**config.mk**
```make
export PLATFORM = sky130hd
export DESIGN_NAME = multi_sensor_slot_encoder
export DESIGN_NICKNAME = d
export VERILOG_FILES = /design/src/rtl/multi_sensor_slot_pkg.sv /design/src/rtl/multi_sensor_slot_encoder_counter.sv /design/src/rtl/multi_sensor_slot_encoder.sv
export SDC_FILE = /design/constraint.sdc
export NUM_CORES = 1
export LEC_CHECK = 0
export BUFFER_PORTS_ARGS = -buffer_cell sky130_fd_sc_hd__buf_2
export CAP_MARGIN = 20
export CORE_MARGIN = 3
export CORE_UTILIZATION = 55
export DETAILED_ROUTE_END_ITERATION = 10
export PLACE_DENSITY = 0.9
export SYNTH_ARGS = -nofsm -noshare
export SYNTH_HDL_FRONTEND = slang
export SYNTH_HIERARCHICAL = 1
export SYNTH_SLANG_ARGS = --single-unit
```
**constraint.sdc**
```tcl
create_clock -name clk_division -period 3.6 [get_ports clk_division]
set_input_delay 0.18 -clock clk_division [delete_from_list [all_inputs] [get_ports clk_division]]
set_output_delay 0.18 -clock clk_division [all_outputs]
set_load 0.01 [all_outputs]
```
**src/rtl/multi_sensor_slot_pkg.sv**
```systemverilog
// -----------------------------------------------------------------------------
// multi_sensor_slot_pkg
// Shared definitions for the multi-channel slot encoder:
//   state_e        - FSM state encoding (IDLE, SAMPLE)
//   slot_ch_width  - width of the slot_ch output for a given channel count
//   FRAME_LEN      - frame length in cycles for the default counter widths
// -----------------------------------------------------------------------------
package multi_sensor_slot_pkg;

    typedef enum logic {
        IDLE   = 1'b0,
        SAMPLE = 1'b1
    } state_e;

    localparam int unsigned DEF_DATA_W = 8;
    localparam int unsigned DEF_SLOT_W = 4;
    localparam int unsigned FRAME_LEN  = 2 ** (DEF_SLOT_W + DEF_DATA_W);

    // A single channel still needs a 1-bit index port.
    function automatic int unsigned slot_ch_width(input int unsigned num_ch);
        return (num_ch <= 1) ? 1 : $clog2(num_ch);
    endfunction

endpackage

```
**src/rtl/multi_sensor_slot_encoder_counter.sv**
```systemverilog
// -----------------------------------------------------------------------------
// slot_frame_counter
// Slot / data step counters for one encoding frame.
//   clk_division  in   divided sampling clock, rising edge
//   rst           in   asynchronous active-low reset
//   i_en          in   advance counters this cycle
//   i_clr         in   synchronous clear to 0 (dominates i_en)
//   o_slot_cnt    out  slot counter, wraps every 2^SLOT_W cycles
//   o_data_cnt    out  data step counter, advances when slot counter wraps
//   o_frame_last  out  both counters all-ones (last cycle of a frame)
// -----------------------------------------------------------------------------
module slot_frame_counter #(
    parameter int unsigned DATA_W = 8,
    parameter int unsigned SLOT_W = 4
) (
    input  logic              clk_division,
    input  logic              rst,
    input  logic              i_en,
    input  logic              i_clr,
    output logic [SLOT_W-1:0] o_slot_cnt,
    output logic [DATA_W-1:0] o_data_cnt,
    output logic              o_frame_last
);

    logic [SLOT_W-1:0] r_slot_cnt;
    logic [DATA_W-1:0] r_data_cnt;
    logic              w_slot_last;

    assign w_slot_last = &r_slot_cnt;

    always_ff @(posedge clk_division or negedge rst) begin
        if (!rst) begin
            r_slot_cnt <= '0;
            r_data_cnt <= '0;
        end else if (i_clr) begin
            r_slot_cnt <= '0;
            r_data_cnt <= '0;
        end else if (i_en) begin
            // Natural wrap of both counters returns them to 0 at frame end.
            r_slot_cnt <= r_slot_cnt + SLOT_W'(1);
            if (w_slot_last) begin
                r_data_cnt <= r_data_cnt + DATA_W'(1);
            end
        end
    end

    assign o_slot_cnt   = r_slot_cnt;
    assign o_data_cnt   = r_data_cnt;
    assign o_frame_last = w_slot_last & (&r_data_cnt);

endmodule

```
**src/rtl/multi_sensor_slot_encoder.sv**
```systemverilog
// -----------------------------------------------------------------------------
// multi_sensor_slot_encoder
// Latches NUM_CH sensor words and sweeps a frame of 2^SLOT_W slots x 2^DATA_W
// data steps, emitting one pulse per channel on a shared line at that
// channel's slot address in the data step equal to its latched value.
//   clk_division  in   divided sampling clock, rising edge
//   rst           in   asynchronous active-low reset
//   sample_en     in   start request, honoured only in IDLE
//   cont_en       in   continuous mode, sampled at frame end
//   ch_mask       in   per-channel enable (only with SENSOR_CH_MASK_EN)
//   sensor        in   channel i at [i*DATA_W +: DATA_W]
//   slot          out  shared pulse-position line
//   slot_ch       out  channel owning the current pulse, 0 otherwise
//   busy          out  high while sampling a frame
//   frame_done    out  high on the last cycle of each frame
// Optional feature macro: SENSOR_CH_MASK_EN (adds ch_mask, latched with sensor).
// -----------------------------------------------------------------------------
module multi_sensor_slot_encoder
    import multi_sensor_slot_pkg::*;
#(
    parameter int unsigned DATA_W    = 8,
    parameter int unsigned SLOT_W    = 4,
    parameter int unsigned NUM_CH    = 4,
    parameter int unsigned BASE_ADDR = 0
) (
    input  logic                               clk_division,
    input  logic                               rst,
    input  logic                               sample_en,
    input  logic                               cont_en,
`ifdef SENSOR_CH_MASK_EN
    input  logic [NUM_CH-1:0]                  ch_mask,
`endif
    input  logic [NUM_CH*DATA_W-1:0]           sensor,
    output logic                               slot,
    output logic [slot_ch_width(NUM_CH)-1:0]   slot_ch,
    output logic                               busy,
    output logic                               frame_done
);

    localparam int unsigned CH_W = slot_ch_width(NUM_CH);

    if (NUM_CH < 1 || BASE_ADDR + NUM_CH > 2 ** SLOT_W) begin : g_param_check
        $error("multi_sensor_slot_encoder: channel slot addresses exceed slot range");
    end

    state_e                         r_state;
    logic [NUM_CH-1:0][DATA_W-1:0]  r_word;
    logic [NUM_CH-1:0]              w_mask;
    logic [SLOT_W-1:0]              w_slot_cnt;
    logic [DATA_W-1:0]              w_data_cnt;
    logic                           w_frame_last;
    logic                           w_sampling;
    logic                           w_slot;
    logic [CH_W-1:0]                w_slot_ch;

    assign w_sampling = (r_state == SAMPLE);

    slot_frame_counter #(
        .DATA_W (DATA_W),
        .SLOT_W (SLOT_W)
    ) u_counter (
        .clk_division (clk_division),
        .rst          (rst),
        .i_en         (w_sampling),
        .i_clr        (!w_sampling),
        .o_slot_cnt   (w_slot_cnt),
        .o_data_cnt   (w_data_cnt),
        .o_frame_last (w_frame_last)
    );

`ifdef SENSOR_CH_MASK_EN
    logic [NUM_CH-1:0] r_mask;

    always_ff @(posedge clk_division or negedge rst) begin
        if (!rst) begin
            r_mask <= '1;
        end else if ((r_state == IDLE && sample_en) ||
                     (w_sampling && w_frame_last && cont_en)) begin
            r_mask <= ch_mask;
        end
    end

    assign w_mask = r_mask;
`else
    assign w_mask = '1;
`endif

    // Words only change at frame start, so a frame never sees a mid-frame update.
    always_ff @(posedge clk_division or negedge rst) begin
        if (!rst) begin
            r_state <= IDLE;
            r_word  <= '0;
        end else begin
            case (r_state)
                IDLE: begin
                    if (sample_en) begin
                        r_state <= SAMPLE;
                        r_word  <= sensor;
                    end
                end
                SAMPLE: begin
                    if (w_frame_last) begin
                        if (cont_en) begin
                            r_word <= sensor;
                        end else begin
                            r_state <= IDLE;
                        end
                    end
                end
                default: r_state <= IDLE;
            endcase
        end
    end

    // Slot addresses are distinct, so at most one channel can match.
    always_comb begin
        w_slot    = 1'b0;
        w_slot_ch = '0;
        if (w_sampling) begin
            for (int i = 0; i < NUM_CH; i++) begin
                if (!w_slot && w_mask[i] &&
                    w_slot_cnt == SLOT_W'(BASE_ADDR + i) &&
                    w_data_cnt == r_word[i]) begin
                    w_slot    = 1'b1;
                    w_slot_ch = CH_W'(i);
                end
            end
        end
    end

    assign slot       = w_slot;
    assign slot_ch    = w_slot_ch;
    assign busy       = w_sampling;
    assign frame_done = w_sampling & w_frame_last;

endmodule

```
==> flow_summary_export.csv <==
group,metric,value,unit
finish,drive_gt1_frac,0.228,
cts,cts_sinks,45,
critical_path,critPathKind,"reg2reg",
global_routing,grt_antenna_before_repair,0,
floorplan,core_area,3830,um2
finish,antenna_cells,0,
cts,cts_resized,0,
job,max-cap-violations,0,
timing,worst_slew_margin_rel,0.356,
timing,finalHoldViolCount,0,
yosys,syn_nets,224,
cts,postCtsHoldBufs,0,
detailed_routing,wl,4.91,mm
yosys,synth-edff-count,0,
yosys,yosys.area.top_type,"dfrtp_1",
yosys,yosysSeqAreaShare,0.495,
timing,finalClockSkew,3.33,ps
critical_path,cp_max_fo,32,
floorplan,fp.dieH,70.3,um
detailed_routing,drc,0,
cts,root_buffer,"clkbuf_8",
place,gp_congestion,0.854,
floorplan,die_x,70.3,um
critical_path,regToRegSetupSlack,990,ps
yosys,avgSynthCellArea,12.2,um2
timing,post-route-min-period,2610,ps
min_path,hold_class,"in2async",
cts,h-tree-depth,2,
cts,cts_made_buffers,5,
timing,finalSetupViolCount,0,
floorplan,io_pins,41,
place,hpwl,3.51,mm
yosys,yosysMostFrequentCell,"dfrtp_1",
yosys,ys_seq_elements,45,
detailed_routing,dr.pass1.iters,4,
critical_path,cp.arrival,2790,ps
cts,clkLatencyLatePin,290,ps
yosys,syn_inst,186,
floorplan,initial_core_util,0.595,
yosys,netlist_area,2280,um2
yosys,synth_area_leaders,"dfrtp_1 (49%), mux2_1 (16%), xor2_1 (13%), nor4_1 (2.2%), a21oi_1 (1.8%)",
detailed_routing,drt_iter0_drc,105,
cts,post_cts_buffers,0,
timing,tns,0,ps
yosys,synthFlopType,"dfrtp_1",
global_routing,grt_usage,0.217,
global_routing,grt_overflow,0,
timing,worst_pin_slew,967,ps
yosys,ys_warn_count,6,
status,status,"finished clean",
critical_path,critPathCaptureType,"flop",
finish,area_delta_synth_final,13.2,%
floorplan,die_area,4950,um2
critical_path,reg2reg_from,"u_counter/o_data_cnt[0]$_DFFE_PN0P_",
critical_path,reg2reg_to,"r_word[31]$_DFFE_PN0P_",
timing,timing.fmax,0.383,GHz
cts,clk_pin_slew,80,ps
finish,num-fill-cells,286,
pwr,cellPowerDensity,503,nW/um2
cts,cts_tree,"done",
critical_path,worstPathRequired,3780,ps
detailed_routing,viasPerCell,5.86,
timing,grt_setup_unrepaired,"no",
yosys,synth_top_cell_area_share,0.495,
floorplan,rows,22,
critical_path,startpoint_type,"flop",
global_routing,grt_pass1_vias,1751,
place,io_buffers,40,
place,dp_cells,269,
cts,cts_buffer_depth,2,
global_routing,grt_max_degree,46,
finish,nNetsFinal,266,
detailed_routing,routedWlPerCell,17.8,um
pwr,p_leak,1.34,nW
yosys,async_flop_share,1.00,
detailed_routing,vias,1616,
critical_path,r2r_cells,6,
global_routing,grt_first_pass_wirelength,8.29,mm
yosys,netlist_top_cells_count,"dfrtp_1 (45), mux2_1 (33), xor2_1 (33)",
timing,report.final.slew_viol_count,0,
finish,final_cells,276,
timing,min_period_over_period,0.726,
yosys,ys_types,30,
pwr,vdd_ir_drop_max,0.000289,V
detailed_routing,antenna_left,0,
==> critical path: stages, from the launching register on <==
cell,delay [ps]
dfrtp_1,590
ha_1,260
nand4_1,170
nor3_1,210
and2_1,180
a22o_2,650
mux2_1,400
==> metal layers <==
metal  track usage  part of all wire
met5             0                 0
met4        0.0851             0.022
met3        0.0518             0.055
met1         0.262              0.40
met2         0.369              0.53
==> stage by stage <==
step	total power [mW]	cell area [um2]	setup WS (ps)	hold WS, ps	util
floorplan	0.869	2280	1620	-116	-
global placement	0.958	2490	1140	381	0.651
detailed placement	0.982	2490	1040	386	0.651
CTS	1.29	2580	1010	64.5	0.674
global route	1.37	2580	832	90.0	0.674
finish	1.30	2580	988	35.9	0.674
==> worst max-delay path by stage <==
stage	slack [ps]	endpoint	cells past startpoint	startpoint
6_report	990	r_word[31]$_DFFE_PN0P_	6	u_counter/o_data_cnt[0]$_DFFE_PN0P_
5_1_grt	830	r_word[7]$_DFFE_PN0P_	6	u_counter/o_data_cnt[0]$_DFFE_PN0P_
4_1_cts	1010	r_word[31]$_DFFE_PN0P_	6	u_counter/o_data_cnt[0]$_DFFE_PN0P_
3_5_place_dp	1040	r_word[31]$_DFFE_PN0P_	6	u_counter/o_data_cnt[0]$_DFFE_PN0P_
3_3_place_gp	1140	r_word[19]$_DFFE_PN0P_	6	u_counter/o_data_cnt[0]$_DFFE_PN0P_
2_1_floorplan	1620	r_word[0]$_DFFE_PN0P_	7	u_counter/o_data_cnt[0]$_DFFE_PN0P_
==> cells in the final DEF (no fill, tap or decap) <==
| master | n |
|---|---|
| buf_2 | 40 |
| a21oi_1 | 8 |
| o31ai_1 | 4 |
| dfrtp_1 | 45 |
| inv_2 | 1 |
| nand4_1 | 4 |
| mux2i_1 | 2 |
| o21ai_0 | 1 |
| or3b_1 | 1 |
| nor2b_1 | 1 |
| mux2_1 | 33 |
| a22o_2 | 1 |
| nor2_1 | 10 |
| nand4_2 | 1 |
| nand3_2 | 1 |
| ha_1 | 2 |
| clkbuf_1 | 1 |
| inv_1 | 4 |
| nand2_1 | 3 |
| nand3_1 | 5 |
| or3_1 | 2 |
| a41oi_2 | 1 |
| xor2_1 | 33 |
| xnor2_1 | 3 |
| nor4_2 | 1 |
| clkbuf_8 | 6 |
| nor3_1 | 1 |
| and2_1 | 1 |
| or4_1 | 4 |
| nor4_1 | 8 |
==> flip-flops by register name, summed over array words and instances (netlist names) <==
register              flops
r_word                   32
u_counter/o_data_cnt      8
u_counter/o_slot_cnt      4
busy                      1
==> area by class of cell <==
class | instances | area [um2] | area share
Timing Repair Buffer | 40 | 200 | 0.0777
Clock buffer | 7 | 86.3 | 0.0335
Multi-Input combinational cell | 131 | 1090 | 0.421
Inverter | 5 | 18.8 | 0.00728
Sequential cell | 45 | 1130 | 0.437
Tap cell | 48 | 60.1 | 0.0233
==> power by group <==
group / internal, mW / switching, mW / total [mW]
combinational: 0.139 / 0.147 / 0.286
sequential: 0.574 / 0.122 / 0.696
clock: 0.152 / 0.161 / 0.313
==> cells by family after synthesis <==
group           after synthesis  share of synthesized area
simple gates                 43                      0.111
flops                        45                      0.495
mux                          35                      0.172
xor+xnor                     36                      0.139
buf+inv                      10                     0.0280
compound gates               15                     0.0445
fa+ha+maj                     2                     0.0110
No activity file was read; power rests on OpenSTA's default activity.
